## src/rtl/alu_seq.sv

```systemverilog
// alu_seq: issue controller that sequences the shared 32-bit ALU one
// data-processing op at a time. It gates each op on its ARM condition code,
// owns the CPSR flags (bit0 Z, bit1 C, bit2 N, bit3 V), derives C and V
// itself, and runs ADC/SBC/RSC as two ALU passes.
module alu_seq (
  input  logic        clk,
  input  logic        reset,
  input  logic        req_valid,
  output logic        req_ready,
  input  logic [3:0]  req_code,
  input  logic [31:0] req_rn,
  input  logic [31:0] req_shifter,
  input  logic [3:0]  req_cond,
  input  logic        req_setflags,
  output logic        resp_valid,
  input  logic        resp_ready,
  output logic [31:0] resp_out,
  output logic        resp_wb,
  output logic [3:0]  alu_code,
  output logic [31:0] alu_rn,
  output logic [31:0] alu_shifter,
  input  logic [31:0] alu_out,
  output logic [3:0]  flags
);

  localparam logic [3:0] OP_SUB  = 4'b0010;
  localparam logic [3:0] OP_RSB  = 4'b0011;
  localparam logic [3:0] OP_ADD  = 4'b0100;
  localparam logic [3:0] OP_ADC  = 4'b0101;
  localparam logic [3:0] OP_SBC  = 4'b0110;
  localparam logic [3:0] OP_RSC  = 4'b0111;
  localparam logic [3:0] OP_CMP  = 4'b1010;
  localparam logic [3:0] OP_CMN  = 4'b1011;
  localparam logic [3:0] OP_PASS = 4'b1101;

  typedef enum logic [1:0] {IDLE, EXEC1, EXEC2, DONE} state_t;

  state_t      state, state_nxt;
  logic [3:0]  op_code;
  logic [31:0] op_rn;
  logic [31:0] op_sh;
  logic [3:0]  op_cond;
  logic        op_s;
  logic        cin;
  logic [31:0] tmp;
  logic        c1;

  logic        cond_ok;
  logic [3:0]  pass1_code;
  logic        two_pass;
  logic        is_add;
  logic        is_sub;
  logic        is_rev;
  logic [31:0] opa;
  logic [31:0] opb;
  logic        c_p1;
  logic        c_p2;
  logic        c_fin;
  logic        v_fin;
  logic [3:0]  flags_nxt;
  logic        finish;
  logic        flag_we;

  // State register; reset returns to IDLE from anywhere, including mid-op.
  always_ff @(posedge clk) begin
    if (reset) state <= IDLE;
    else       state <= state_nxt;
  end

  // Evaluate the latched ARM condition field against the current flags.
  always_comb begin
    cond_ok = 1'b0;
    case (op_cond)
      4'b0000: cond_ok = flags[0];
      4'b0001: cond_ok = ~flags[0];
      4'b0010: cond_ok = flags[1];
      4'b0011: cond_ok = ~flags[1];
      4'b0100: cond_ok = flags[2];
      4'b0101: cond_ok = ~flags[2];
      4'b0110: cond_ok = flags[3];
      4'b0111: cond_ok = ~flags[3];
      4'b1000: cond_ok = flags[1] & ~flags[0];
      4'b1001: cond_ok = ~flags[1] | flags[0];
      4'b1010: cond_ok = (flags[2] == flags[3]);
      4'b1011: cond_ok = (flags[2] != flags[3]);
      4'b1100: cond_ok = ~flags[0] & (flags[2] == flags[3]);
      4'b1101: cond_ok = flags[0] | (flags[2] != flags[3]);
      4'b1110: cond_ok = 1'b1;
      default: cond_ok = 1'b0;
    endcase
  end

  // Classify the op and map the carry-using ops onto what the ALU supports.
  always_comb begin
    pass1_code = op_code;
    case (op_code)
      OP_ADC:  pass1_code = OP_ADD;
      OP_SBC:  pass1_code = OP_SUB;
      OP_RSC:  pass1_code = OP_RSB;
      default: pass1_code = op_code;
    endcase
    two_pass = (op_code == OP_ADC) | (op_code == OP_SBC) | (op_code == OP_RSC);
    is_add   = (op_code == OP_ADD) | (op_code == OP_ADC) | (op_code == OP_CMN);
    is_rev   = (op_code == OP_RSB) | (op_code == OP_RSC);
    is_sub   = (op_code == OP_SUB) | (op_code == OP_SBC) | (op_code == OP_CMP) | is_rev;
    opa      = is_rev ? op_sh : op_rn;
    opb      = is_rev ? op_rn : op_sh;
  end

  // Next state, request handshake and ALU operand steering.
  always_comb begin
    state_nxt   = state;
    req_ready   = 1'b0;
    alu_code    = OP_PASS;
    alu_rn      = 32'd0;
    alu_shifter = 32'd0;
    case (state)
      IDLE: begin
        req_ready = ~reset;
        if (req_valid) state_nxt = EXEC1;
      end
      EXEC1: begin
        alu_code    = pass1_code;
        alu_rn      = op_rn;
        alu_shifter = op_sh;
        if (cond_ok && two_pass) state_nxt = EXEC2;
        else                     state_nxt = DONE;
      end
      EXEC2: begin
        alu_code    = (op_code == OP_ADC) ? OP_ADD : OP_SUB;
        alu_rn      = tmp;
        alu_shifter = {31'd0, (op_code == OP_ADC) ? cin : ~cin};
        state_nxt   = DONE;
      end
      DONE: begin
        if (resp_valid && resp_ready) state_nxt = IDLE;
      end
      default: state_nxt = IDLE;
    endcase
  end

  // Derive per-pass carries, the final C/V and the candidate flag value.
  always_comb begin
    c_p1 = is_add ? ((opa[31] & opb[31]) | ((opa[31] | opb[31]) & ~alu_out[31]))
                  : (opa >= opb);
    c_p2 = is_add ? ((tmp[31] & alu_shifter[31]) | ((tmp[31] | alu_shifter[31]) & ~alu_out[31]))
                  : (tmp >= alu_shifter);
    if (state == EXEC2) c_fin = is_add ? (c1 | c_p2) : (c1 & c_p2);
    else                c_fin = c_p1;
    v_fin = is_add ? ((opa[31] == opb[31]) & (alu_out[31] != opa[31]))
                   : ((opa[31] != opb[31]) & (alu_out[31] != opa[31]));
    flags_nxt[0] = (alu_out == 32'd0);
    flags_nxt[1] = (is_add | is_sub) ? c_fin : flags[1];
    flags_nxt[2] = alu_out[31];
    flags_nxt[3] = (is_add | is_sub) ? v_fin : flags[3];
    finish  = ((state == EXEC1) & cond_ok & ~two_pass) | (state == EXEC2);
    flag_we = finish & (op_s | (op_code[3:2] == 2'b10));
  end

  // Operand latch, pass-1 capture, response registers and flag register.
  always_ff @(posedge clk) begin
    if (reset) begin
      flags      <= 4'd0;
      resp_valid <= 1'b0;
      resp_out   <= 32'd0;
      resp_wb    <= 1'b0;
      op_code    <= 4'd0;
      op_rn      <= 32'd0;
      op_sh      <= 32'd0;
      op_cond    <= 4'd0;
      op_s       <= 1'b0;
      cin        <= 1'b0;
      tmp        <= 32'd0;
      c1         <= 1'b0;
    end else begin
      if (state == IDLE && req_valid) begin
        op_code <= req_code;
        op_rn   <= req_rn;
        op_sh   <= req_shifter;
        op_cond <= req_cond;
        op_s    <= req_setflags;
        cin     <= flags[1];
      end
      if (state == EXEC1) begin
        tmp <= alu_out;
        c1  <= c_p1;
        if (!cond_ok) begin
          resp_out <= 32'd0;
          resp_wb  <= 1'b0;
        end
      end
      if (finish) begin
        resp_out <= alu_out;
        resp_wb  <= (op_code[3:2] != 2'b10);
      end
      if (flag_we) flags <= flags_nxt;
      if (state == DONE) resp_valid <= ~(resp_valid & resp_ready);
    end
  end

endmodule

```

## config.mk

```make
export PLATFORM = sky130hd
export DESIGN_NAME = alu_seq
export DESIGN_NICKNAME = d
export VERILOG_FILES = /design/src/rtl/alu_seq.sv
export SDC_FILE = /design/constraint.sdc
export NUM_CORES = 1
export LEC_CHECK = 0
export ABC_AREA = 1
export BUFFER_PORTS_ARGS = -buffer_cell sky130_fd_sc_hd__buf_2
export CAP_MARGIN = 10
export CELL_PAD_IN_SITES_DETAIL_PLACEMENT = 2
export CELL_PAD_IN_SITES_GLOBAL_PLACEMENT = 2
export CORE_ASPECT_RATIO = 1.2
export CORE_UTILIZATION = 29
export CTS_BUF_LIST = sky130_fd_sc_hd__clkbuf_4 sky130_fd_sc_hd__clkbuf_8
export CTS_CLUSTER_DIAMETER = 80
export DETAILED_ROUTE_END_ITERATION = 8
export GPL_TIMING_DRIVEN = 0
export PLACE_DENSITY = 0.82
export SKIP_LAST_GASP = 1
export SYNTH_ARGS = -nofsm -noshare
export SYNTH_HDL_FRONTEND = slang
export SYNTH_SLANG_ARGS = --single-unit
```

## constraint.sdc

```tcl
create_clock -name clk -period 3.7 [get_ports clk]
set_input_delay 0.555 -clock clk [delete_from_list [all_inputs] [get_ports clk]]
set_output_delay 0.555 -clock clk [all_outputs]
set_load 0.03 [all_outputs]
```

==> results.ini, run 1 <==
[run_status]
status = finished, final reports clean

[die]
die_y_um = 187
io_pins = 216
die-area_sq_um = 29100
initial_core_util_pct = 29.5
coreArea_sq_um = 27900
fp.dieW_um = 156
fp-row-count = 67

[logic_synthesis]
synth_common_cells = nand2_1 (324), nor2_1 (169), a21oi_1 (156)
synth_top_area_cell = dfxtp_1
async_reset_ff_share_pct = 0
synthFlopType = dfxtp_1
synthesis.nets = 1437
synth_most_common_cell = nand2_1
yosysWarningCount = 0
syn_avg_cell_area_sq_um = 6.40
synth_seq_cells = 147
synthDistinctLibCells = 35
synth_area_leaders = dfxtp_1 (36%), nand2_1 (15%), a21oi_1 (9.5%), o21ai_0 (8.0%), nor2_1 (7.7%)
synth_top_cell_area_share_pct = 35.7
postSynthCellCount = 1287
netlist_area_sq_um = 8240
ys_seq_area_share_pct = 35.7
synth-edff-count = 0

[critical_path]
critPathRequiredTime_ns = 3.14
end_kind = output port
crit_type = reg -> out
worstPathMaxFanout = 10
critical_path_arrival_ns = 2.97
critPathLaunchType = flip-flop

[sta]
relSlewSlack_pct = 44.1
hold_viol = 0
grt_setup_unrepaired = false
worst_pin_slew_ns = 0.839
hold_ws_ns = 0.328
setup_viol = 0
final_max_slew_viol_count = 0
fmax_mhz = 284
fin_crit_ns = 3.52
skew_ns = 0.0226
final.period_utilization_pct = 95.2

[pwr]
finalPower_w = 0.00835
power_frac_clock_pct = 16.0
powerDensity_nw_per_um2 = 821
peakVddDrop_v = 0.000423
p_leak_nw = 4.95
p_seq_share_pct = 29.8
switchingPower_w = 0.00438
switching_share_pct = 52.4
p_int_w = 0.00397
p_comb_share_pct = 54.2

[global_route]
grt_max_degree = 17
grt_usage_pct = 26.5
grt_antenna_before_repair = 4
overflow = 0
grt_first_pass_wirelength_mm = 57.8
grt_pass1_vias = 10200

[clocking]
htreeDepth = 4
root_buffer = clkbuf_8
cts_tree = yes
clock_latency_ns = 0.49
holdBufCountCts = 0
cts.path.max_buffers = 2
clk_pin_slew_ns = 0.10
cts_sinks = 147
cts_buffers = 17

[place]
io_buffer_count = 214
place_congestion = 0.875
dpl.hpwl_mm = 30.5

[routing]
drt_iter0_markers = 329
dr.pass1.iters = 5
vias = 9652
routed_wl_mm = 38.1
wl_per_cell_um = 19.9
drc_errors = 0
vias_per_cell = 5.05
drtAntennaViolNets = 0

[finish]
fill_cells = 3547
antenna_cells = 0
drive_above_1_share_pct = 17.8
nets = 1668
syn2layout_area_growth_pct = 23.6

[hold_path]
hp-class = in -> reg

[run]
cap_violations = 0

==> metal layers <==
metal | GRT usage [%] | vias up | share of wire [%]
li1 | - | 4612 | -
met1 | 31.8 | 4719 | 42
met2 | 47.0 | 246 | 51
met3 | 4.02 | 69 | 4.2
met4 | 10.0 | 6 | 3.0
met5 | 0 | - | 0.076
==> cell families (layout without fill, tap and decap cells) <==
group	Yosys count	count (layout)	share of synthesized area, %
XOR/XNOR	3	3	0.319
AND/OR/NAND/NOR	586	586	28.9
flip-flops	147	147	35.7
AO/OA/AOI/OAI	304	304	18.9
buffers and inverters	206	450	9.89
adder cells (fa/ha/maj)	41	41	6.23
==> stage by stage <==
stage               cells  util [%]  setup WS [ns]  TNS (ns)  area [sq um]
floorplan            1287         -          0.529         0          8240
global placement     1880      35.0         -0.245    -0.245          9780
finish               1910      36.5          0.178         0         10200
CTS                  1911      36.4         0.0399         0         10200
detailed placement   1880      35.0         -0.281    -0.281          9780
global route         1910      36.5         0.0222         0         10200
==> cell usage in the layout, fill, tap and decap left out, types with 2 or more instances in the layout <==
cell type     n
a21oi_1     156
a31oi_1       3
buf_2       217
buf_4         4
buf_6         3
bufinv_16     2
clkbuf_1     53
clkbuf_2      3
clkbuf_4      2
clkbuf_8     18
clkinv_2      3
clkinv_4      2
clkinvlp_4    4
dfxtp_1     147
ha_1         40
inv_1       136
nand2_1     324
nand2_2       2
nand2_4       3
nand3_1      58
nand3_2       2
nand3b_1      2
nand4_1       8
nor2_1      168
nor2_2        2
nor3_1        5
nor4_1        8
o211ai_1      3
o21a_1        2
o21ai_0     131
o21ai_1       2
o22ai_1       2
or2_2         3
xor2_1        3
==> power by group through the flow <==
stage / clock (W) / combinational (W) / sequential (W)
2_1_floorplan: 0 / 0.00287 / 0.00245
3_3_place_gp: 0 / 0.00435 / 0.00248
3_5_place_dp: 0 / 0.00451 / 0.00251
4_1_cts: 0.00135 / 0.00457 / 0.00248
5_1_grt: 0.00142 / 0.00501 / 0.00254
6_report: 0.00133 / 0.00453 / 0.00249
==> flip-flops by register name, indices dropped and copies added (netlist names), 2 cells and up <==
signal and cells:
tmp 32, state 2, flags 4, op_cond 4, op_rn 32, op_sh 32, op_code 4, resp_out 32
==> repair_timing <==
| action | 4_1_cts | 5_1_grt |
|---|---|---|
| setup endpoints to repair | 24 | 12 |
| gates resized for setup | 2 | 5 |
| buffers inserted | 0 | 0 |
==> area by class of cell <==
| class | instances | area (sq um) | area share [%] |
|---|---|---|---|
| Buffer | 67 | 297 | 2.91 |
| Tap cell | 379 | 474 | 4.66 |
| Timing Repair Buffer | 214 | 1070 | 10.5 |
| Multi-Input combinational cell | 934 | 4480 | 44.1 |
| Clock inverter | 12 | 131 | 1.29 |
| Sequential cell | 147 | 2940 | 28.9 |
| Inverter | 137 | 514 | 5.05 |
| Clock buffer | 20 | 263 | 2.58 |
==> path summary, 6_finish.rpt <==
check                    start      endpoint  slack (ns)  cells after the start
hold / removal      req_rn[26]     op_rn[26]        0.33                      3
hold reg to reg   resp_out[29]  resp_out[29]        0.46                      2
setup / recovery      state[0]    alu_rn[20]        0.18                      7
setup reg to reg      state[0]      flags[1]        0.34                     24
==> worst max-delay path, stage by stage, from the launching register on <==
cell	delay (ns)
dfxtp_1	0.36
inv_1	0.14
ha_1	0.16
clkbuf_1	0.49
clkbuf_1	0.68
nand2_1	0.12
a21oi_1	0.26
buf_2	0.26
(Power assumes the default switching activity.)
==> run 2: changes to the inputs <==
- ABC_AREA: 1 -> not set
- CORE_UTILIZATION: 29 -> 31
==> results.ini, run 2 <==
[finish]
multi_input_area_sq_um = 4840  ; was 4480 sq um
nets = 1437  ; was 1,668
utilization_pct = 39.0  ; was 36.5%
final_common_cell = buf_2  ; was nand2_1
final_area_sq_um = 10200  ; about the same
regArea_sq_um = 2940  ; unchanged
drive_above_1_share_pct = 21.5  ; was 17.8%
fill_cells = 3137  ; was 3,547
syn2layout_area_growth_pct = 23.9  ; was 23.6%
final_cell_mix = buf_2 (219), nand2_1 (201), dfxtp_1 (147)  ; was nand2_1 (324), buf_2 (217), nor2_1 (168)

[die]
die-area_sq_um = 27300  ; was 29,100 sq um
die_y_um = 181  ; was 187 um
initial_core_util_pct = 31.5  ; was 29.5%
fp-row-count = 65  ; was 67
fp.dieW_um = 151  ; was 156 um
coreArea_sq_um = 26200  ; was 27,900 sq um
io_pins = 216  ; unchanged

[global_route]
grt_usage_pct = 27.1  ; was 26.5%
overflow = 0  ; unchanged
grt_max_degree = 17  ; unchanged
grt_first_pass_wirelength_mm = 55.1  ; was 57.8 mm
grt_antenna_before_repair = 1  ; was 4
grt_pass1_vias = 9440  ; was 10,200

[critical_path]
cp-startpoint = state[1]  ; was state[0]
r2r-start = state[1]  ; was state[0]
end_kind = flip-flop  ; was output port
critPathRequiredTime_ns = 4.02  ; was 3.14 ns
critPathLaunchType = flip-flop  ; unchanged
critical_path_arrival_ns = 3.84  ; was 2.97 ns
crit_type = reg -> reg  ; was reg -> out
reg2reg_slack_ns = 0.18  ; was 0.34 ns
worstPathMaxFanout = 11  ; was 10

[pwr]
p_comb_share_pct = 51.1  ; was 54.2%
switchingPower_w = 0.00348  ; was 0.00438 W
finalPower_w = 0.00736  ; was 0.00835 W
switching_share_pct = 47.3  ; was 52.4%
peakVddDrop_v = 0.000317  ; was 0.000423 V
powerDensity_nw_per_um2 = 720  ; was 821 nW/um^2
power_frac_clock_pct = 19.0  ; was 16.0%
p_seq_share_pct = 29.9  ; was 29.8%
p_int_w = 0.00388  ; was 0.00397 W
p_leak_nw = 4.55  ; was 4.95 nW

[routing]
routed_wl_mm = 36.3  ; was 38.1 mm
vias_per_cell = 5.38  ; was 5.05
dr.pass1.iters = 5  ; unchanged
wl_per_cell_um = 22.2  ; was 19.9 um
drtAntennaViolNets = 0  ; unchanged
vias = 8798  ; was 9,652
drt_iter0_markers = 489  ; was 329
drc_errors = 0  ; unchanged

[logic_synthesis]
synth_most_common_cell = nand2_1  ; unchanged
synth_top_area_cell = dfxtp_1  ; unchanged
async_reset_ff_share_pct = 0  ; unchanged
synthFlopType = dfxtp_1  ; unchanged
synth_compound_area_share_pct = 20.5  ; was 18.9%
ys_seq_area_share_pct = 35.7  ; about the same
synthAdderAreaFrac_pct = 7.43  ; was 6.23%
postSynthCellCount = 1055  ; was 1,287
synthDistinctLibCells = 57  ; was 35
synth_xor_area_share_pct = 2.11  ; was 0.319%
yosys.area_share.simple_pct = 23.6  ; was 28.9%
synth-edff-count = 0  ; unchanged
synthesis.nets = 1205  ; was 1,437
netlist_area_sq_um = 8250  ; was 8240 sq um
syn_avg_cell_area_sq_um = 7.82  ; was 6.40 sq um
synthMuxAreaShare_pct = 4.61  ; was 0%
synth_seq_cells = 147  ; unchanged
synth_area_leaders = dfxtp_1 (36%), nand2_1 (9.1%), ha_1 (6.2%), a21oi_1 (6.1%), nor2b_1 (4.7%)  ; was dfxtp_1 (36%), nand2_1 (15%), a21oi_1 (9.5%), o21ai_0 (8.0%), nor2_1 (7.7%)
synth_top_cell_area_share_pct = 35.7  ; about the same
yosysWarningCount = 0  ; unchanged
synth_common_cells = nand2_1 (201), dfxtp_1 (147), a21oi_1 (101)  ; was nand2_1 (324), nor2_1 (169), a21oi_1 (156)
synth_top_family_by_area = simple AND/OR/NAND/NOR gates  ; unchanged

[clocking]
cts_sinks = 147  ; unchanged
cts.path.max_buffers = 2  ; unchanged
cts_buffers = 17  ; unchanged
clk_pin_slew_ns = 0.10  ; about the same
cts_tree = yes  ; unchanged
root_buffer = clkbuf_8  ; unchanged
clock_latency_ns = 0.48  ; was 0.49 ns
htreeDepth = 4  ; unchanged

[place]
dpl.hpwl_mm = 28.0  ; was 30.5 mm
dpl_cell_area_sq_um = 9740  ; was 9780 sq um
io_buffer_count = 213  ; was 214
place_congestion = 0.852  ; was 0.875

[sta]
final.period_utilization_pct = 95.2  ; about the same
fmax_mhz = 284  ; about the same
hold_ws_ns = 0.304  ; was 0.328 ns
tns_ns = 0  ; unchanged
relSlewSlack_pct = 42.2  ; was 44.1%
setup_viol = 0  ; unchanged
skew_ns = 0.0159  ; was 0.0226 ns
fin_crit_ns = 3.52  ; about the same
grt_setup_unrepaired = false  ; unchanged
final_max_slew_viol_count = 0  ; unchanged
worst_pin_slew_ns = 0.868  ; was 0.839 ns
hold_viol = 0  ; unchanged

[run_status]
status = finished, final reports clean  ; unchanged

[run]
cap_violations = 0  ; unchanged

[hold_path]
min_from = req_rn[20]  ; was req_rn[26]
hp-class = in -> reg  ; unchanged

[run 2: changes by cell type after synthesis, sizes merged, moves of 33 or more]
cell   previous run  this run
nand3            60         5
o21ai           133        19
nand2           329       201
a22oi             0        36
nor2            170        63
a22o              0        33
nor2b             0        63
mux2i             0        38
inv             136        54
a21oi           156       101
[run 2: what timing repair did]
item	CTS	global route
hold buffers	0	0
buffers inserted	0	3
hold endpoints to repair	0	0
pin swaps	0	1
gates cloned	0	0
resized for setup	16	10
setup endpoints to repair	1	2
[run 2: final cells by class]
type / instances / share of cell area, %
clock inverters: 14 / 1.71
inverters: 54 / 1.98
repair buffers: 216 / 10.6
multi-input cells: 778 / 47.3
flip-flops and latches: 147 / 28.8
diodes: 1 / 0.0245
plain buffers: 73 / 3.08
well taps: 335 / 4.10
clock buffers: 18 / 2.36
[run 2: per-layer routing]
| metal | share of wire (%) | track usage [%] | vias to the layer above |
|---|---|---|---|
| met2 | 50 | 47.2 | 249 |
| li1 | - | - | 4122 |
| met1 | 42 | 32.3 | 4353 |
| met3 | 4.0 | 3.79 | 74 |
| met5 | 0 | 0 | - |
| met4 | 3.7 | 12.4 | 0 |
[run 2: power groups by stage]
stage | Combinational (W) | Sequential (W) | Clock [W]
floorplan | 0.00235 | 0.00218 | 0
global placement | 0.00349 | 0.00220 | 0
detailed placement | 0.00363 | 0.00222 | 0
CTS | 0.00372 | 0.00219 | 0.00142
global route | 0.00405 | 0.00224 | 0.00148
finish | 0.00376 | 0.00220 | 0.00140
[run 2: worst max-delay path, stage by stage (launching register included)]
cell and delay (ns):
dfxtp_1 0.44, inv_1 0.12, ha_2 0.46, clkbuf_4 0.29, nor2b_2 0.26, ha_1 0.26
nand2b_1 0.17, a21o_1 0.19, a21o_1 0.17, a21oi_1 0.27, o31ai_2 0.12, a21oi_1 0.19
a211oi_1 0.11, o221ai_1 0.21, a311oi_1 0.12
[run 2: metrics by stage]
| step | cells | setup WS, ns |
|---|---|---|
| after CTS | 1634 | 0.0425 |
| after detailed placement | 1603 | -0.565 |
| after floorplan | 1055 | 0.367 |
| final | 1636 | 0.179 |
| after global routing | 1636 | 0.00164 |
| after global placement | 1603 | -0.527 |
[run 2: final timing paths]
check | end | cells past startpoint
worst max register to register | flags[1] | 14
worst min register to register | resp_out[12] | 1
worst min-delay path | op_rn[20] | 3
worst max-delay path | flags[1] | 14
[run 2: cell families (layout without fill, tap and decap cells)]
kind of cell	Yosys count	after routing
AO/OA/AOI/OAI	257	257
XOR/XNOR	19	19
adder cells (fa/ha/maj)	51	51
buffers and inverters	130	375
flip-flops	147	147
multiplexers	38	38
other	0	1
AND/OR/NAND/NOR	413	413
